`src/rtl/hwregs_pkg.sv`:
```
// Shared register offsets and helpers for the hwregs memory-mapped responder.
package hwregs_pkg;

  localparam logic [5:0]  HWREG_SEVEN_SEG = 6'h00;
  localparam logic [5:0]  HWREG_LEDR      = 6'h01;
  localparam logic [5:0]  HWREG_SW        = 6'h02;
  localparam logic [5:0]  HWREG_KEY       = 6'h03;
  localparam logic [5:0]  HWREG_UART_TX   = 6'h04;
  localparam logic [5:0]  HWREG_UART_RX   = 6'h05;
  localparam logic [5:0]  HWREG_TIMER     = 6'h06;

  localparam logic [31:0] HWREG_RX_EMPTY  = 32'hFFFF_FFFF;

  function automatic logic [31:0] byte_merge(input logic [31:0] old_val,
                                             input logic [31:0] new_val,
                                             input logic [3:0]  mask);
    logic [31:0] res;
    for (int b = 0; b < 4; b++)
      res[8*b +: 8] = mask[b] ? new_val[8*b +: 8] : old_val[8*b +: 8];
    return res;
  endfunction

endpackage

```
`src/rtl/hwregs_fifo.sv`:
```
// Synchronous FIFO for UART transmit bytes; pointers carry an extra wrap bit.
module hwregs_fifo #(
  parameter int DEPTH = 8,
  parameter int WIDTH = 8
) (
  input  logic                       clock,
  input  logic                       resetn,
  input  logic                       push,
  input  logic [WIDTH-1:0]           push_data,
  input  logic                       pop,
  output logic [WIDTH-1:0]           head,
  output logic                       full,
  output logic                       empty,
  output logic [$clog2(DEPTH):0]     count
);
  localparam int AW = $clog2(DEPTH);

  logic [AW:0]      wr_ptr;
  logic [AW:0]      rd_ptr;
  logic [WIDTH-1:0] mem [DEPTH];
  logic             do_push;
  logic             do_pop;

  assign empty   = (wr_ptr == rd_ptr);
  assign full    = (wr_ptr[AW] != rd_ptr[AW]) && (wr_ptr[AW-1:0] == rd_ptr[AW-1:0]);
  assign count   = wr_ptr - rd_ptr;
  assign head    = mem[rd_ptr[AW-1:0]];
  // A pop frees a slot in the same cycle, so a full FIFO still accepts push+pop.
  assign do_pop  = pop && !empty;
  assign do_push = push && (!full || do_pop);

  always_ff @(posedge clock or negedge resetn) begin
    if (!resetn) begin
      wr_ptr <= '0;
      rd_ptr <= '0;
      for (int i = 0; i < DEPTH; i++) mem[i] <= '0;
    end else begin
      if (do_push) begin
        mem[wr_ptr[AW-1:0]] <= push_data;
        wr_ptr              <= wr_ptr + {{AW{1'b0}}, 1'b1};
      end
      if (do_pop) rd_ptr <= rd_ptr + {{AW{1'b0}}, 1'b1};
    end
  end

endmodule

```
`src/rtl/hwregs.sv`:
```
// Hardware-register responder: LEDs, seven-seg, switches/keys, timer and UART
// TX FIFO / RX holding register, with a fixed one-cycle ack.
module hwregs
  import hwregs_pkg::*;
#(
  parameter int TX_DEPTH    = 8,
  parameter int SYNC_STAGES = 2
) (
  input  logic        clock,
  input  logic        resetn,
  input  logic        cpu_hwregs_req,
  input  logic        cpu_hwregs_write,
  input  logic [15:0] cpu_hwregs_addr,
  input  logic [3:0]  cpu_hwregs_wmask,
  input  logic [31:0] cpu_hwregs_wdata,
  output logic        cpu_hwregs_ack,
  output logic [31:0] cpu_hwregs_rdata,
  output logic [23:0] seven_seg,
  output logic [9:0]  ledr,
  input  logic [9:0]  sw,
  input  logic [3:0]  key,
  output logic        uart_tx_valid,
  output logic [7:0]  uart_tx_data,
  input  logic        uart_tx_ready,
  input  logic        uart_rx_valid,
  input  logic [7:0]  uart_rx_data
);
  localparam int CW = $clog2(TX_DEPTH) + 1;

  logic [SYNC_STAGES-1:0][9:0] sw_pipe;
  logic [SYNC_STAGES-1:0][3:0] key_pipe;
  logic [5:0]    reg_idx;
  logic          rd_req;
  logic          wr_req;
  logic          tx_push;
  logic          tx_full;
  logic          tx_empty;
  logic [CW-1:0] tx_count;
  logic          rx_read;
  logic          rx_held;
  logic [7:0]    rx_byte;
  logic [31:0]   timer;
  logic [31:0]   rdata_next;
  logic          unused_addr;

  assign reg_idx     = cpu_hwregs_addr[7:2];
  assign unused_addr = &{1'b0, cpu_hwregs_addr[15:8], cpu_hwregs_addr[1:0], tx_full};
  assign rd_req      = cpu_hwregs_req && !cpu_hwregs_write;
  assign wr_req      = cpu_hwregs_req &&  cpu_hwregs_write;
  assign tx_push     = wr_req && (reg_idx == HWREG_UART_TX) && cpu_hwregs_wmask[0];
  assign rx_read     = rd_req && (reg_idx == HWREG_UART_RX);

  hwregs_fifo #(.DEPTH(TX_DEPTH), .WIDTH(8)) u_tx_fifo (
    .clock     (clock),
    .resetn    (resetn),
    .push      (tx_push),
    .push_data (cpu_hwregs_wdata[7:0]),
    .pop       (uart_tx_ready),
    .head      (uart_tx_data),
    .full      (tx_full),
    .empty     (tx_empty),
    .count     (tx_count)
  );

  assign uart_tx_valid = !tx_empty;

  always_ff @(posedge clock or negedge resetn) begin
    if (!resetn) begin
      sw_pipe  <= '0;
      key_pipe <= '0;
    end else begin
      sw_pipe[0]  <= sw;
      key_pipe[0] <= key;
      for (int i = 1; i < SYNC_STAGES; i++) begin
        sw_pipe[i]  <= sw_pipe[i-1];
        key_pipe[i] <= key_pipe[i-1];
      end
    end
  end

  always_comb begin
    rdata_next = '0;
    if (rd_req) begin
      case (reg_idx)
        HWREG_SEVEN_SEG: rdata_next = {8'h0, seven_seg};
        HWREG_LEDR:      rdata_next = {22'h0, ledr};
        HWREG_SW:        rdata_next = {22'h0, sw_pipe[SYNC_STAGES-1]};
        HWREG_KEY:       rdata_next = {28'h0, key_pipe[SYNC_STAGES-1]};
        HWREG_UART_TX:   rdata_next = 32'(TX_DEPTH) - 32'(tx_count);
        HWREG_UART_RX:   rdata_next = rx_held ? {24'h0, rx_byte} : HWREG_RX_EMPTY;
        HWREG_TIMER:     rdata_next = timer;
        default:         rdata_next = '0;
      endcase
    end
  end

  always_ff @(posedge clock or negedge resetn) begin
    if (!resetn) begin
      cpu_hwregs_ack   <= 1'b0;
      cpu_hwregs_rdata <= '0;
      seven_seg        <= '0;
      ledr             <= '0;
      timer            <= '0;
      rx_held          <= 1'b0;
      rx_byte          <= '0;
    end else begin
      cpu_hwregs_ack   <= cpu_hwregs_req;
      cpu_hwregs_rdata <= rdata_next;

      if (wr_req && reg_idx == HWREG_SEVEN_SEG) begin
        for (int b = 0; b < 3; b++)
          if (cpu_hwregs_wmask[b]) seven_seg[8*b +: 8] <= cpu_hwregs_wdata[8*b +: 8];
      end
      if (wr_req && reg_idx == HWREG_LEDR) begin
        if (cpu_hwregs_wmask[0]) ledr[7:0] <= cpu_hwregs_wdata[7:0];
        if (cpu_hwregs_wmask[1]) ledr[9:8] <= cpu_hwregs_wdata[9:8];
      end

      if (wr_req && reg_idx == HWREG_TIMER && |cpu_hwregs_wmask)
        timer <= byte_merge(timer, cpu_hwregs_wdata, cpu_hwregs_wmask);
      else
        timer <= timer + 32'd1;

      // A fresh byte wins over a same-cycle read clear; the read still sees the old byte.
      if (uart_rx_valid) begin
        rx_byte <= uart_rx_data;
        rx_held <= 1'b1;
      end else if (rx_read) begin
        rx_held <= 1'b0;
      end
    end
  end

endmodule

```
`config.mk`:
```
export PLATFORM = sky130hd
export DESIGN_NAME = hwregs
export DESIGN_NICKNAME = d
export VERILOG_FILES = /design/src/rtl/hwregs_pkg.sv /design/src/rtl/hwregs_fifo.sv /design/src/rtl/hwregs.sv
export SDC_FILE = /design/constraint.sdc
export NUM_CORES = 1
export LEC_CHECK = 0
export BUFFER_PORTS_ARGS = -buffer_cell sky130_fd_sc_hd__buf_2
export CORE_MARGIN = 1
export CORE_UTILIZATION = 50
export DETAILED_ROUTE_END_ITERATION = 16
export GPL_TIMING_DRIVEN = 0
export PLACE_DENSITY = 0.79
export SLEW_MARGIN = 20
export SYNTH_ARGS = -nofsm -noshare
export SYNTH_HDL_FRONTEND = slang
export SYNTH_SLANG_ARGS = --single-unit
```
`constraint.sdc`:
```
create_clock -name clock -period 9.1 [get_ports clock]
set_input_delay 1.82 -clock clock [delete_from_list [all_inputs] [get_ports clock]]
set_output_delay 1.82 -clock clock [all_outputs]
set_load 0.02 [all_outputs]
```
* Word level (Yosys, flattened, before mapping)
Index checks and enable logic that the tools add are counted. Widths: inputs -> output; s select.
Word-level totals: register bits 208, logic and storage cells 91, bits of input ports 80, output and inout port bits 76
Operators by class: muxes and demuxes 16, $lt $le $gt $ge 3, reductions and logical operators 25, $add $sub $neg 5, bitwise gates (word level) 2, equality and inequality tests 13
Operator list (count):
- $pmux 32 s7 | 1
- $mux 32 | 3
- $bwmux 64 | 1
- $mux 8 | 7
- $add 32x1->32 const B | 1
- $bmux 8 s3 | 1
- $demux 8 s3 | 1
- $eq 6x3->1 const B | 3
- $logic_and 1x1->1 | 13
- $eq 6x2->1 const B | 2
- $reduce_and 2->1 | 5
- $add 4x1->4 const B | 2
- $ge 4x4->1 const B | 2
- $ne 2x2->1 const B | 4
- $not 3->4 | 2
- $eq 6x1->1 const B | 1
- $logic_not 6->1 | 1
- $sub 4x4->5 const A | 1
- $eq 4x4->1 | 1
- $lt 4x1->1 const B | 1
- $reduce_or 4->1 | 1
- $sub 4x4->4 | 1
- $eq 3x3->1 | 1
- $logic_not 1->1 | 3
- 4 further kinds | 5

* Longest topological paths before layout
word-level depth 6, mapped depth 10, mapped depth without buffers 8

* Hierarchy
From an unflattened synthesis, not the netlist that was laid out.
Unflattened totals: cell total of the unflattened synthesis 790, area total of the unflattened synthesis 9610.5 µm²
By module, submodules not included:
- hwregs | cells an instance 554, area an instance 6142.1 µm², sequential area each 3403.3 µm², instances 1
- hwregs_fifo | cells an instance 236, area an instance 3468.3 µm², sequential area each 1801.7 µm², instances 1

* Worst setup path before layout
OpenSTA, ideal clock, no wires.
path type register -> output, from register u_tx_fifo.rd_ptr[0], to output port uart_tx_data[0], data required time 7280 ps, data arrival time 2111 ps, path buffers 2, slack 5169 ps, stages on the path, launching flop included 6, path through dfrtp_1 clkbuf_1 buf_1 mux4_2 nand2_1 nand2_1
On the way: word-level cells in the longest chain between the ends 4
RTL lines:
- start, declared | RTL line hwregs_fifo.sv:19 | logic [AW:0] rd_ptr;
- start signal, assigned | RTL line hwregs_fifo.sv:42 | if (do_pop) rd_ptr <= rd_ptr + {{AW{1'b0}}, 1'b1};
- $not 3->4 (not written as such) | RTL line hwregs_fifo.sv:27 | assign head = mem[rd_ptr[AW-1:0]];
- $bmux 8 s3 | RTL line hwregs_fifo.sv:27
- $mux 8 (not written as such) (2 in series) | RTL line hwregs_fifo.sv:27
- end, declared | RTL line hwregs.sv:23 | output logic [7:0] uart_tx_data,
Every way passes these cells. The select of a mux whose other input is x is not followed.

* Final worst setup path
from register u_tx_fifo.rd_ptr[0], to output port uart_tx_data[1]
Same word-level chain as after synthesis.

==> impl_metrics.tcl <==
set metrics [dict create \
    drive_gt1_share_pct 32.79 \
    maxSlewViolCount 0 \
    fill_cells 1451 \
    async_flop_share_pct 100.0 \
    synth-edff-count 0 \
    synth-seq-area-share_pct 54.44 \
    area_growth_pct 18.59 \
    diodes 0 \
    startpoint_type "flop" \
    critPathArrivalTime_ps 3180 \
    critPathMaxFanout 10 \
    p_sw_w 0.0006614 \
    synth-seq-cells 208 \
    die_w_um 140.3 \
    synth_area_mm2 0.009562 \
    endpoint_kind "output pin" \
    ir_drop_v 0.0001886 \
    seqPwrFrac_pct 46.1 \
    antenna_found_initial 1 \
    dp.cells 1178 \
    drt_drc_violations_left 0 \
    multiInputGateArea_mm2 0.004149 \
    critPathKind "reg2out" \
    start_util_pct 51.12 \
    worst_pin_slew_ps 1020 \
    synth_area_leaders "dfrtp_1 54%, mux2_2 12%, mux4_2 4.2%, nand2_1 3.0%, a21oi_1 2.7%" \
    wl_met1_mm 10.02 \
    required_ps 7280 \
    port_buffers 140 \
    cts_tree "done" \
    core_mm2 0.01871 \
    fmax_ghz 0.1999 \
    pwr-share-comb_pct 16.1 \
    cts.sinks 208 \
    fp.dieH_um 140.3 \
    setup_tns_ps 0 \
    p_clk_share_pct 37.8 \
    synth_top_area_share_pct 54.44 \
    drt-pass1-iter-count 5 \
    gp_congestion 0.9339 \
    fin_crit_sh_pct 54.96 \
    max_cap_viol_count 0 \
    clockBufferDepth 3 \
    outcome "completed" \
    avgSynthCellArea_um2 11.92 \
    yosysUniqueCellTypes 61 \
    synth_nets 890 \
    track_usage_pct 25.54 \
    wl_met3_mm 1.878 \
    synthTopCellsByCount "208 x dfrtp_1, 103 x mux2_2, 77 x nand2_1" \
    antenna_left 0 \
    synthMuxAreaShare_pct 17.04 \
    min_from "sw_pipe[5]" \
    synth-xor-area-share_pct 1.008 \
    top_layer "met5" \
    synth-compound-area-share_pct 9.409 \
    routed_via_density 6.052 \
    synthSimpleGateAreaFrac_pct 14.59 \
    synth_top_area_cell "dfrtp_1" \
    worstHoldPathType "reg2reg" \
    hold_ws_ps 346.1 \
    dpl.hpwl_mm 17.20 \
    dieArea_mm2 0.01968 \
    finalWirelength_mm 24.56 \
    cts-htree-levels 1 \
    grt_pass1_vias 7392 \
    reg2reg_from "u_tx_fifo.rd_ptr[1]" \
    wl_met2_mm 11.76 \
    synth_ff_type "dfrtp_1" \
    setup_viol 0 \
    regArea_mm2 0.005205 \
    dpl_cell_area_mm2 0.01063 \
    p_per_area_mw_per_mm2 202.6 \
    cts_hold_buf 0 \
    sw_frac_of_total_pct 28.79 \
    wl_per_cell_um 20.19 \
    post_cts_resized 0 \
    fin_area_mm2 0.01134 \
    clkTransAtPathRegs_ps 60 \
    vias 7359 \
    grt_max_degree 96 \
    finalHoldViolCount 0 \
    synth_cells 802 \
    min_period_ps 5001 \
    final_cells 1216 \
    grt_overflow 0 \
    nets 1057 \
    whs_path_depth 0 \
    reg2reg_slack_ps 5460 \
    p_int_w 0.001636 \
    worstSkewPairLatency_ps 530 \
    io_pins 156 \
    hold_path_end "sw_pipe[15]" \
    grt_first_pass_wirelength_mm 39.16 \
    drt_iter0_drc 534 \
    row_count 50 \
    cts_setup_buffers 0 \
    reg2reg_to "u_tx_fifo.mem[3]" \
    worstRegToRegCells 10 \
    yosys_warnings 0 \
    cts_root_buffer "clkbuf_16" \
    slew_headroom_pct 31.46 \
    leakagePower_nw 5.242 \
    synthAdderAreaFrac_pct 1.125 \
    fin_worst_skew_ps 18.56 \
    synth_top_family_by_area "multiplexers" \
    cts_made_buffers 23 \
    rsz0062_at_grt "false" \
    synth.most_common_cell "dfrtp_1" \
]
[stage by stage]
stage                     setup slack [ps]  util [%]  total power [W]
after global placement                2837     56.43         0.001425
after floorplan                       5169         -         0.001307
after global routing                  3881     60.62         0.002389
after CTS                             4017     60.56         0.002309
final                                 4099     60.62         0.002297
after detailed placement              4610     56.82         0.001441
[power groups by stage]
stage	logic, W	registers [W]	clock network (W)
finish	0.000370	0.00106	0.000868
global route	0.000407	0.00107	0.000915
CTS	0.000372	0.00106	0.000881
detailed placement	0.000369	0.00107	0
global placement	0.000355	0.00107	0
floorplan	0.000247	0.00106	0
[how the worst max path moves through the flow]
stage | end | cells after the start | start
after global routing | uart_tx_data[1] | 6 | u_tx_fifo.rd_ptr[0]
final | uart_tx_data[1] | 6 | u_tx_fifo.rd_ptr[0]
after floorplan | uart_tx_data[0] | 5 | u_tx_fifo.rd_ptr[0]
after global placement | u_tx_fifo.mem[37] | 1 | resetn
after detailed placement | uart_tx_data[1] | 6 | u_tx_fifo.rd_ptr[0]
after CTS | uart_tx_data[1] | 6 | u_tx_fifo.rd_ptr[0]
[worst max-delay path: stages, from the launching register on]
cell,delay (ps)
dfrtp_1,390
clkbuf_1,580
buf_1,710
mux4_2,620
nand2_1,80
nand2_1,90
buf_2,170
[cells by family (layout without fill, tap and decap cells)]
group                      Yosys count  after routing
adders and majority gates            8              8
AOI/OAI and AO/OA                  139            139
muxes                              127            127
buffers and inverters               59            239
DFF                                208            208
xor gates and xnor gates            11             11
and+or+nand+nor                    250            250
[placed cells by master (no fill, tap or decap), drive strengths merged, types with 4 or more instances in the layout]
cell and n:
dfrtp 208, buf 149, mux2 106, nand2 78, clkbuf 74, a21oi 51
nor2 45, nand3 25, a22oi 21, nor3 19, mux4 18, nor4 18
o21ai 14, a31oi 13, and3 11, nand4 10, inv 9, o22ai 8
and4 8, xnor2 7, ha 7, clkinv 7, nor2b 6, nand3b 5
and2 5, or3 5, o221a 5, xor2 4, o211ai 4
[routing by layer]
layer / up-vias / GRT usage [%]
li1: 3297 / -
met1: 3661 / 34.08
met2: 331 / 41.89
met3: 68 / 4.752
met4: 2 / 9.196
met5: - / 0
[sequential cells by signal, indices dropped and copies added, names as in the netlist]
signal / flops
cpu_hwregs_ack: 1
cpu_hwregs_rdata: 32
key_pipe: 8
ledr: 10
rx_byte: 8
rx_held: 1
seven_seg: 24
sw_pipe: 20
timer: 32
u_tx_fifo.mem: 64
u_tx_fifo.rd_ptr: 4
u_tx_fifo.wr_ptr: 4
[cell type report]
| cell class | count | share of cell area [%] |
|---|---|---|
| plain buffers | 49 | 1.688 |
| clock buffers | 32 | 5.727 |
| clock inverters | 6 | 0.4303 |
| inverters | 10 | 0.3310 |
| multi-input cells | 535 | 36.59 |
| flip-flops and latches | 208 | 45.90 |
| well taps | 234 | 2.582 |
| repair buffers | 142 | 6.753 |
No activity file was read; power rests on OpenSTA's default activity.
